File: config.mk
export PLATFORM = sky130hd
export DESIGN_NAME = fir_block_sequencer
export DESIGN_NICKNAME = d
export VERILOG_FILES = /design/src/rtl/fir_pkg.sv /design/src/rtl/fir_round_sat.sv /design/src/rtl/fir_block_sequencer.sv
export SDC_FILE = /design/constraint.sdc
export NUM_CORES = 1
export LEC_CHECK = 0
export CORE_MARGIN = 5
export CORE_UTILIZATION = 43
export DETAILED_ROUTE_END_ITERATION = 10
export GPL_TIMING_DRIVEN = 0
export PLACE_DENSITY = 0.77
export SETUP_SLACK_MARGIN = 0.2
export SYNTH_ARGS = -nofsm -noshare
export SYNTH_HDL_FRONTEND = slang
export SYNTH_SLANG_ARGS = --single-unit
File: constraint.sdc
create_clock -name clkIn -period 3.1 [get_ports clkIn]
set_clock_uncertainty 0.2 [all_clocks]
set_input_delay 0.465 -clock clkIn [delete_from_list [all_inputs] [get_ports clkIn]]
set_output_delay 0.465 -clock clkIn [all_outputs]
set_load 0.01 [all_outputs]
File: src/rtl/fir_pkg.sv
// Shared definitions for the block FIR filter wrappers: data widths, the
// sequencer state encoding and the result round/saturate conversion.
package fir_pkg;

  localparam int SAMPLE_WIDTH = 16;
  localparam int RESULT_WIDTH = 32;

  typedef enum logic [1:0] {
    ST_IDLE  = 2'd0,
    ST_FIRE  = 2'd1,
    ST_WAIT  = 2'd2,
    ST_DRAIN = 2'd3
  } fir_state_e;

  // Round half up at bit (shift-1), arithmetic shift, clamp to the signed 16-bit range.
  function automatic logic [SAMPLE_WIDTH-1:0] round_sat(
    input logic [RESULT_WIDTH-1:0] r,
    input int unsigned             shift
  );
    logic signed [RESULT_WIDTH:0] ext;
    logic signed [RESULT_WIDTH:0] bias;
    logic signed [RESULT_WIDTH:0] t;
    logic [SAMPLE_WIDTH-1:0]      res;
    ext  = $signed({r[RESULT_WIDTH-1], r});
    bias = 33'sd1 <<< (shift - 32'd1);
    t    = (ext + bias) >>> shift;
    if (t > 33'sd32767) begin
      res = 16'h7FFF;
    end else if (t < -33'sd32768) begin
      res = 16'h8000;
    end else begin
      res = t[SAMPLE_WIDTH-1:0];
    end
    return res;
  endfunction

endpackage

File: src/rtl/fir_round_sat.sv
// Combinational conversion of one 32-bit filter accumulator into a rounded,
// saturated 16-bit output sample.
module fir_round_sat
  import fir_pkg::*;
#(
  parameter int unsigned SHIFT = 15
) (
  input  logic [RESULT_WIDTH-1:0] result_i,
  output logic [SAMPLE_WIDTH-1:0] sample_o
);

  assign sample_o = round_sat(result_i, SHIFT);

endmodule

File: src/rtl/fir_block_sequencer.sv
// Initiator-side sequencer for the block FIR filter: collects input samples
// into a block, starts the filter, waits for done and serialises the results.
module fir_block_sequencer
  import fir_pkg::*;
#(
  parameter int unsigned SAMPLES_NUM    = 4,
  parameter int unsigned SHIFT          = 15,
  parameter int unsigned TIMEOUT_CYCLES = 4096
) (
  input  logic                                clkIn,
  input  logic                                nResetIn,
  input  logic [SAMPLE_WIDTH-1:0]             sampleIn,
  input  logic                                sampleValidIn,
  output logic                                sampleReadyOut,
  output logic                                firStartOut,
  output logic [SAMPLE_WIDTH*SAMPLES_NUM-1:0] firDataOut,
  input  logic                                firBusyIn,
  input  logic                                firDoneIn,
  input  logic [RESULT_WIDTH*SAMPLES_NUM-1:0] firResultIn,
  output logic [SAMPLE_WIDTH-1:0]             resultOut,
  output logic                                resultValidOut,
  input  logic                                resultReadyIn,
  output logic                                errorOut
);

  localparam int DW = SAMPLE_WIDTH * SAMPLES_NUM;
  localparam int RW = RESULT_WIDTH * SAMPLES_NUM;
  localparam int CW = $clog2(SAMPLES_NUM + 1);
  localparam int LW = (SAMPLES_NUM > 1) ? $clog2(SAMPLES_NUM) : 1;
  localparam int TW = $clog2(TIMEOUT_CYCLES + 1);

  fir_state_e              state_q, state_d;
  logic [CW-1:0]           count_q, count_d;
  logic [DW-1:0]           collect_q, collect_d;
  logic [TW-1:0]           timer_q, timer_d;
  logic [RW-1:0]           results_q, results_d;
  logic [LW-1:0]           lane_q, lane_d;
  logic                    start_q, start_d;
  logic [SAMPLE_WIDTH-1:0] result_q, result_d;
  logic                    valid_q, valid_d;
  logic                    error_q, error_d;

  logic                    accept_s;
  logic [LW-1:0]           next_lane_s;
  logic [RESULT_WIDTH-1:0] conv_in_s;
  logic [SAMPLE_WIDTH-1:0] conv_out_s;

  assign sampleReadyOut = (count_q < CW'(SAMPLES_NUM));
  assign accept_s       = sampleValidIn && sampleReadyOut;

  // The single converter sees the MSB lane at capture time, otherwise the next lane to emit.
  assign next_lane_s = (lane_q == {LW{1'b0}}) ? {LW{1'b0}} : lane_q - LW'(1);
  assign conv_in_s   = (state_q == ST_WAIT) ? firResultIn[RW-1 -: RESULT_WIDTH]
                                            : results_q[next_lane_s*RESULT_WIDTH +: RESULT_WIDTH];

  fir_round_sat #(.SHIFT(SHIFT)) u_round_sat (
    .result_i (conv_in_s),
    .sample_o (conv_out_s)
  );

  always_comb begin
    state_d   = state_q;
    count_d   = count_q;
    collect_d = collect_q;
    timer_d   = timer_q;
    results_d = results_q;
    lane_d    = lane_q;
    start_d   = 1'b0;
    result_d  = result_q;
    valid_d   = valid_q;
    error_d   = error_q;

    if (accept_s) begin
      collect_d                   = collect_q << SAMPLE_WIDTH;
      collect_d[SAMPLE_WIDTH-1:0] = sampleIn;
      count_d                     = count_q + CW'(1);
    end else begin
      collect_d = collect_q;
    end

    case (state_q)
      ST_IDLE: begin
        if ((count_q == CW'(SAMPLES_NUM)) && !firBusyIn) begin
          state_d = ST_FIRE;
          start_d = 1'b1;
        end else begin
          state_d = ST_IDLE;
        end
      end
      ST_FIRE: begin
        count_d = {CW{1'b0}};
        timer_d = {TW{1'b0}};
        state_d = ST_WAIT;
      end
      ST_WAIT: begin
        timer_d = timer_q + TW'(1);
        if (firDoneIn) begin
          results_d = firResultIn;
          lane_d    = LW'(SAMPLES_NUM - 1);
          result_d  = conv_out_s;
          valid_d   = 1'b1;
          state_d   = ST_DRAIN;
        end else if (timer_q == TW'(TIMEOUT_CYCLES - 1)) begin
          error_d = 1'b1;
          state_d = ST_IDLE;
        end else begin
          state_d = ST_WAIT;
        end
      end
      ST_DRAIN: begin
        if (valid_q && resultReadyIn) begin
          if (lane_q == {LW{1'b0}}) begin
            valid_d = 1'b0;
            state_d = ST_IDLE;
          end else begin
            lane_d   = lane_q - LW'(1);
            result_d = conv_out_s;
          end
        end else begin
          state_d = ST_DRAIN;
        end
      end
      default: state_d = ST_IDLE;
    endcase
  end

  always_ff @(posedge clkIn or negedge nResetIn) begin
    if (!nResetIn) begin
      state_q   <= ST_IDLE;
      count_q   <= {CW{1'b0}};
      collect_q <= {DW{1'b0}};
      timer_q   <= {TW{1'b0}};
      results_q <= {RW{1'b0}};
      lane_q    <= {LW{1'b0}};
      start_q   <= 1'b0;
      result_q  <= {SAMPLE_WIDTH{1'b0}};
      valid_q   <= 1'b0;
      error_q   <= 1'b0;
    end else begin
      state_q   <= state_d;
      count_q   <= count_d;
      collect_q <= collect_d;
      timer_q   <= timer_d;
      results_q <= results_d;
      lane_q    <= lane_d;
      start_q   <= start_d;
      result_q  <= result_d;
      valid_q   <= valid_d;
      error_q   <= error_d;
    end
  end

  assign firStartOut    = start_q;
  assign firDataOut     = collect_q;
  assign resultOut      = result_q;
  assign resultValidOut = valid_q;
  assign errorOut       = error_q;

endmodule

### Word-level counts from Yosys, hierarchy flattened

Index checks and enable logic that the tools add are counted.

* register bits after elaboration: 231

* add/sub/neg operators: 4
* $lt $le $gt $ge: 3
* equality and inequality tests: 10
* shift operators: 1
* multiplexer cells: 27
* bitwise operators: 1
* reduce and logical (&&, ||, !) cells: 13

Operator list (number)
* $shiftx A128 B8 Y32: 1
* $mux W16: 5
* $add A32 B16 Y33 const B: 1
* $mux W32: 1
* $pmux W16 S2: 1
* $pmux W13 S2: 1
* $gt A18 B16 Y1 const B: 1
* $lt A18 B16 Y1 const B: 1
* $mux W2: 8
* $add A13 B1 Y13 const B: 1
* $eq A13 B12 Y1 const B: 1
* $ne A2 B2 Y1 const B: 4
* $pmux W2 S4: 1
* $reduce_and A4 Y1: 2
* $mux W1: 6
* $mux W3: 2
* $reduce_bool A2 Y1: 3
* $eq A2 B2 Y1 const B: 2
* $logic_not A2 Y1: 2
* $pmux W2 S2: 1
* $add A3 B1 Y3 const B: 1
* $eq A3 B3 Y1 const B: 1
* $logic_and A1 B1 Y1: 3
* $lt A3 B3 Y1 const B: 1
* other kinds (8): 8

### Depth between registers and ports, before layout

* word-level depth: 11
* depth in mapped cells: 15
* gate-level depth less buffers: 11

### Cells and area by module

Synthesis repeated with hierarchy kept, for this count alone.

* cell total of the unflattened synthesis: 749
* area, all modules: 10717.8 µm²

Modules (own cells, without submodules)
* fir_block_sequencer: instances 1, cells an instance 656, area an instance 10142.2 µm², seq. area each 5780.5 µm²
* fir_round_sat: instances 1, cells an instance 93, area an instance 575.6 µm², seq. area each 0.0 µm²

### Worst setup path after synthesis

No wires, ideal clock.

* kind: reg2reg
* start point: register state_q[0]
* end point: register result_q[10], in the netlist resultOut[10]
* setup time: 121 ps
* arrival time: 2985 ps
* data required time: 2779 ps
* slack: -205 ps
* cell stages (with the launch flop): 16
* buffers on the path: 4
* clock period less this slack: 3305 ps
* path through: dfrtp_1 -> inv_1 -> ha_1 -> inv_1 -> clkbuf_1 -> buf_1 -> nand2_1 -> nand2_1 -> ha_1 -> and2_1 -> clkbuf_1 -> and4_2 -> a21oi_2 -> a211oi_4 -> buf_6 -> a21oi_2

* longest elaborated chain between the ends: 9
* elaborated cells on any way between the ends: 17
* those cells by class: add/sub (1); order compare (2); eq/ne (5); mux (7); reduce/logical (2)

Ends and longest elaborated chain
* from (decl): RTL line fir_block_sequencer.sv:32 `fir_state_e state_q, state_d;`
* from (signal assigned): RTL line fir_block_sequencer.sv:140 `state_q <= state_d;`
* $eq A2 B2 Y1: RTL line fir_block_sequencer.sv:53, fir_block_sequencer.sv:81
* $mux W32: RTL line fir_block_sequencer.sv:53 `assign conv_in_s = (state_q == ST_WAIT) ? firResultIn[RW-1 -: RESULT_WIDTH]`
* $add A32 B16 Y33: RTL line fir_pkg.sv:26 `t = (ext + bias) >>> shift;`
* $lt A18 B16 Y1: RTL line fir_pkg.sv:29 `end else if (t < -33'sd32768) begin`
* $mux W16: RTL line fir_pkg.sv:29
* $mux W16: RTL line fir_pkg.sv:27 `if (t > 33'sd32767) begin`
* $mux W16: RTL line fir_block_sequencer.sv:112 `if (lane_q == {LW{1'b0}}) begin`
* $mux W16: RTL line fir_block_sequencer.sv:111 `if (valid_q && resultReadyIn) begin`
* $pmux W16 S2: RTL line fir_block_sequencer.sv:81 `case (state_q)`
* to (signal assigned): RTL line fir_block_sequencer.sv:136 `result_q <= {SAMPLE_WIDTH{1'b0}};`
* to (signal assigned): RTL line fir_block_sequencer.sv:147 `result_q <= result_d;`
* to (decl): RTL line fir_block_sequencer.sv:39 `logic [SAMPLE_WIDTH-1:0] result_q, result_d;`

Several ways; a longest one is shown, not always the timed one. The select of a mux whose other input is x is not followed.
A chain may end at the register's enable or synchronous reset.

### Worst setup path in the final report

* start point: register lane_q[0]
* end point: register result_q[13], in the netlist resultOut[13]

* longest elaborated chain between the ends: 11
* elaborated cells on any way between the ends: 16
* those cells by class: add/sub (2); order compare (2); eq/ne (1); shift (1); mux (8); reduce/logical (2)

Ends and longest elaborated chain
* from (decl): RTL line fir_block_sequencer.sv:37 `logic [LW-1:0] lane_q, lane_d;`
* from (signal assigned): RTL line fir_block_sequencer.sv:134 `lane_q <= {LW{1'b0}};`
* from (signal assigned): RTL line fir_block_sequencer.sv:145 `lane_q <= lane_d;`
* $sub A2 B1 Y2 or $logic_not A2 Y1 (tied branches): RTL line fir_block_sequencer.sv:52, fir_block_sequencer.sv:112
* $mux W2: RTL line fir_block_sequencer.sv:52 `assign next_lane_s = (lane_q == {LW{1'b0}}) ? {LW{1'b0}} : lane_q - LW'(1);`
* $shiftx A128 B8 Y32: RTL line fir_block_sequencer.sv:54 `: results_q[next_lane_s*RESULT_WIDTH +: RESULT_WIDTH];`
* $mux W32: RTL line fir_block_sequencer.sv:53
* $add A32 B16 Y33: RTL line fir_pkg.sv:26
* $lt A18 B16 Y1: RTL line fir_pkg.sv:29
* $mux W16: RTL line fir_pkg.sv:29
* $mux W16: RTL line fir_pkg.sv:27
* $mux W16: RTL line fir_block_sequencer.sv:112
* $mux W16: RTL line fir_block_sequencer.sv:111
* $pmux W16 S2: RTL line fir_block_sequencer.sv:81

Several ways; a longest one is shown, not always the timed one. The select of a mux whose other input is x is not followed.

==> impl_metrics.yaml <==
timing:
  relSlewSlack_pct: 38.5
  finalCritPeriodShare_pct: 103
  tightest_slew_ns: 0.922
  fin_ws_ns: -0.104
  finalSetupViolations: 15
  rsz0062_at_grt: "yes"
  fmax_ghz: 0.312
  hold_ws_ns: 0.298
  hold_viol: 0
  drv_slew: 0
  period_needed_ns: 3.20
  setup_tns_ns: -1.40
global_routing:
  antenna_found_initial: 1
  globalRouteOverflowTotal: 0
  grt_pass1_vias: 6322
  grt_pass1_wl_um: 34500
  grt_util_all_layers_pct: 20.5
  grt_max_degree: 91
clocking:
  numCtsBuffers: 17
  clock-root-buffer: "clkbuf_16"
  tritoncts: "built"
  clock_path_buffers: 2
  htree_levels: 4
  clock_sinks: 175
  clk_pin_slew_ns: 0.07
  clock_latency_ns: 0.43
setup_path:
  rr_startpoint: "lane_q[0]"
  r2r_slack_ns: -0.10
  worst_ep_required_time_ns: 3.22
  cp_max_fo: 6
  cp-end-kind: "flip-flop"
  worstPathArrival_ns: 3.33
  start_kind: "flip-flop"
  crit_type: "flip-flop to flip-flop"
  worstReg2RegEnd: "resultOut[13]"
  reg2reg_depth: 14
die:
  dieArea_um2: 21500
  num_rows: 50
  core_area_um2: 18500
  io_pins: 234
  die-width_um: 147
  fp.dieH_um: 147
  start_util_pct: 43.3
yosys:
  seq_area_frac_synth_pct: 54.6
  async_flop_share_pct: 100
  synth_edf_count: 0
  syn_inst: 623
  yosysWarningCount: 0
  syn_nets: 785
  synth.cell_area_um2: 8020
  ys_ff_latch: 175
  syn_area_per_cell_um2: 12.9
  synth_cell_types: 48
  synth_ff_type: "dfrtp_1"
placed_design:
  place_area_um2: 10200
  portBuffers: 177
  place_hpwl_um: 14800
  place_congestion: 0.790
routing:
  finalWirelength_um: 21800
  wl_per_cell_um: 19.5
  drt_iter0_drc: 303
  route.antenna.remaining_nets: 0
  vias_per_cell: 5.34
  dr.pass1.iters: 6
  via_count: 5955
  drcViolationCount: 0
layout:
  nets: 1029
  layout_commonest_cell: "clkdlybuf4s50_1"
  final_core_util_pct: 62.2
  final_area_um2: 11500
  final_cell_mix: "clkdlybuf4s50_1, dfrtp_1, mux2_2, nand2_1, nor2_1"
  syn_to_final_growth_pct: 43.5
  drive_gt1_share_pct: 34.1
min_path:
  hold_class: "flip-flop to flip-flop"
  holdPathStages: 1
  min_from: "errorOut"
  worstHoldEndpoint: "errorOut"
job:
  drv_cap: 0
status:
  status: "finished with violations"
  violations: "setup timing"
power:
  vdd_drop_max_uv: 565
  leakage_uw: 0.00488
  power_per_cell_area_nw_per_um2: 1190
[cell usage after synthesis (all sizes together) (2+ instances only)]
cell type | instances | share of area [%]
dfrtp | 175 | 55
nand4 | 12 | 0.94
o211ai | 2 | 0.19
xnor2 | 6 | 0.66
nand3 | 9 | 0.56
a22oi | 7 | 0.66
mux2 | 137 | 19
clkbuf | 20 | 0.94
and3 | 5 | 0.39
inv | 17 | 0.80
buf | 11 | 1.2
xor2 | 12 | 1.3
ha | 12 | 1.9
or3 | 2 | 0.16
a21oi | 25 | 2.1
a31oi | 2 | 0.16
mux4 | 12 | 3.6
a211oi | 4 | 0.53
nor2b | 6 | 0.47
o22ai | 5 | 0.55
o21ai | 16 | 1.0
nand2 | 56 | 2.6
nor2 | 39 | 1.8
mux2i | 16 | 2.0
[cell type report]
type,count,area (um2)
Buffer,31,256
Clock buffer,18,439
Tap cell,234,293
Sequential cell,175,4380
Clock inverter,14,150
Antenna cell,1,2.50
Inverter,17,66.3
Multi-Input combinational cell,400,3640
Timing Repair Buffer,225,2280
Fill cell,1424,7010
[per-layer routing]
layer	track usage, %	share of wire [%]	vias up
met1	25.6	41	2988
met3	5.68	6.6	57
met5	0	0	-
met4	8.89	3.7	0
met2	33.4	49	196
li1	-	-	2714
[where the power goes]
part / switching [uW] / internal, uW / total (uW)
registers: 638 / 3350 / 3980
clock network: 987 / 1160 / 2150
logic: 3460 / 4140 / 7590
total: 5080 / 8640 / 13700
[through the flow]
step,total power (uW),cells,setup slack [ns]
finish,13700,1115,-0.104
global route,14500,1115,-0.174
CTS,13400,1105,-0.00685
detailed placement,9890,1035,-0.481
global placement,9730,1034,-5.94
floorplan,7650,623,0.124
[worst max-delay path by stage]
stage / startpoint / endpoint
2_1_floorplan: lane_q[0] / resultOut[10]
3_3_place_gp: nResetIn / firDataOut[44]
3_5_place_dp: state_q[0] / resultOut[4]
4_1_cts: lane_q[0] / resultOut[3]
5_1_grt: lane_q[0] / resultOut[7]
6_report: lane_q[0] / resultOut[13]
[sequential cells by signal (all words and copies together), names as in the netlist]
register	cells
results_q	72
firDataOut	64
resultOut	16
timer_q	13
count_q	3
lane_q	2
state_q	2
errorOut	1
firStartOut	1
resultValidOut	1
[worst max-delay path: stages (launching register included)]
cell	delay, ns
dfrtp_1	0.41
inv_2	0.07
ha_4	0.16
buf_12	0.13
buf_4	0.13
mux4_1	0.37
nand4_1	0.18
a21oi_2	0.23
nor3b_2	0.26
buf_4	0.15
nand4_1	0.12
a211o_4	0.40
buf_6	0.15
nand2_2	0.06
a21oi_2	0.05
[what timing repair did]
action	4_1_cts	5_1_grt
gates cloned	5	0
hold buffers	1	0
setup buffers	32	9
gates resized for setup	76	12
hold endpoints to repair	89	0
setup endpoints to repair	56	17
pin swaps	21	13
[cell families (layout without fill, tap and decap cells)]
kind of cell | after synthesis | in the layout | synth area share, %
other cells | 0 | 1 | 0
mux | 165 | 165 | 24.9
simple gates | 137 | 137 | 7.85
buf+inv | 48 | 305 | 2.95
flops | 175 | 175 | 54.6
compound gates | 68 | 68 | 5.90
xor+xnor | 18 | 18 | 1.97
fa+ha+maj | 12 | 12 | 1.87
(Power assumes the default switching activity.)
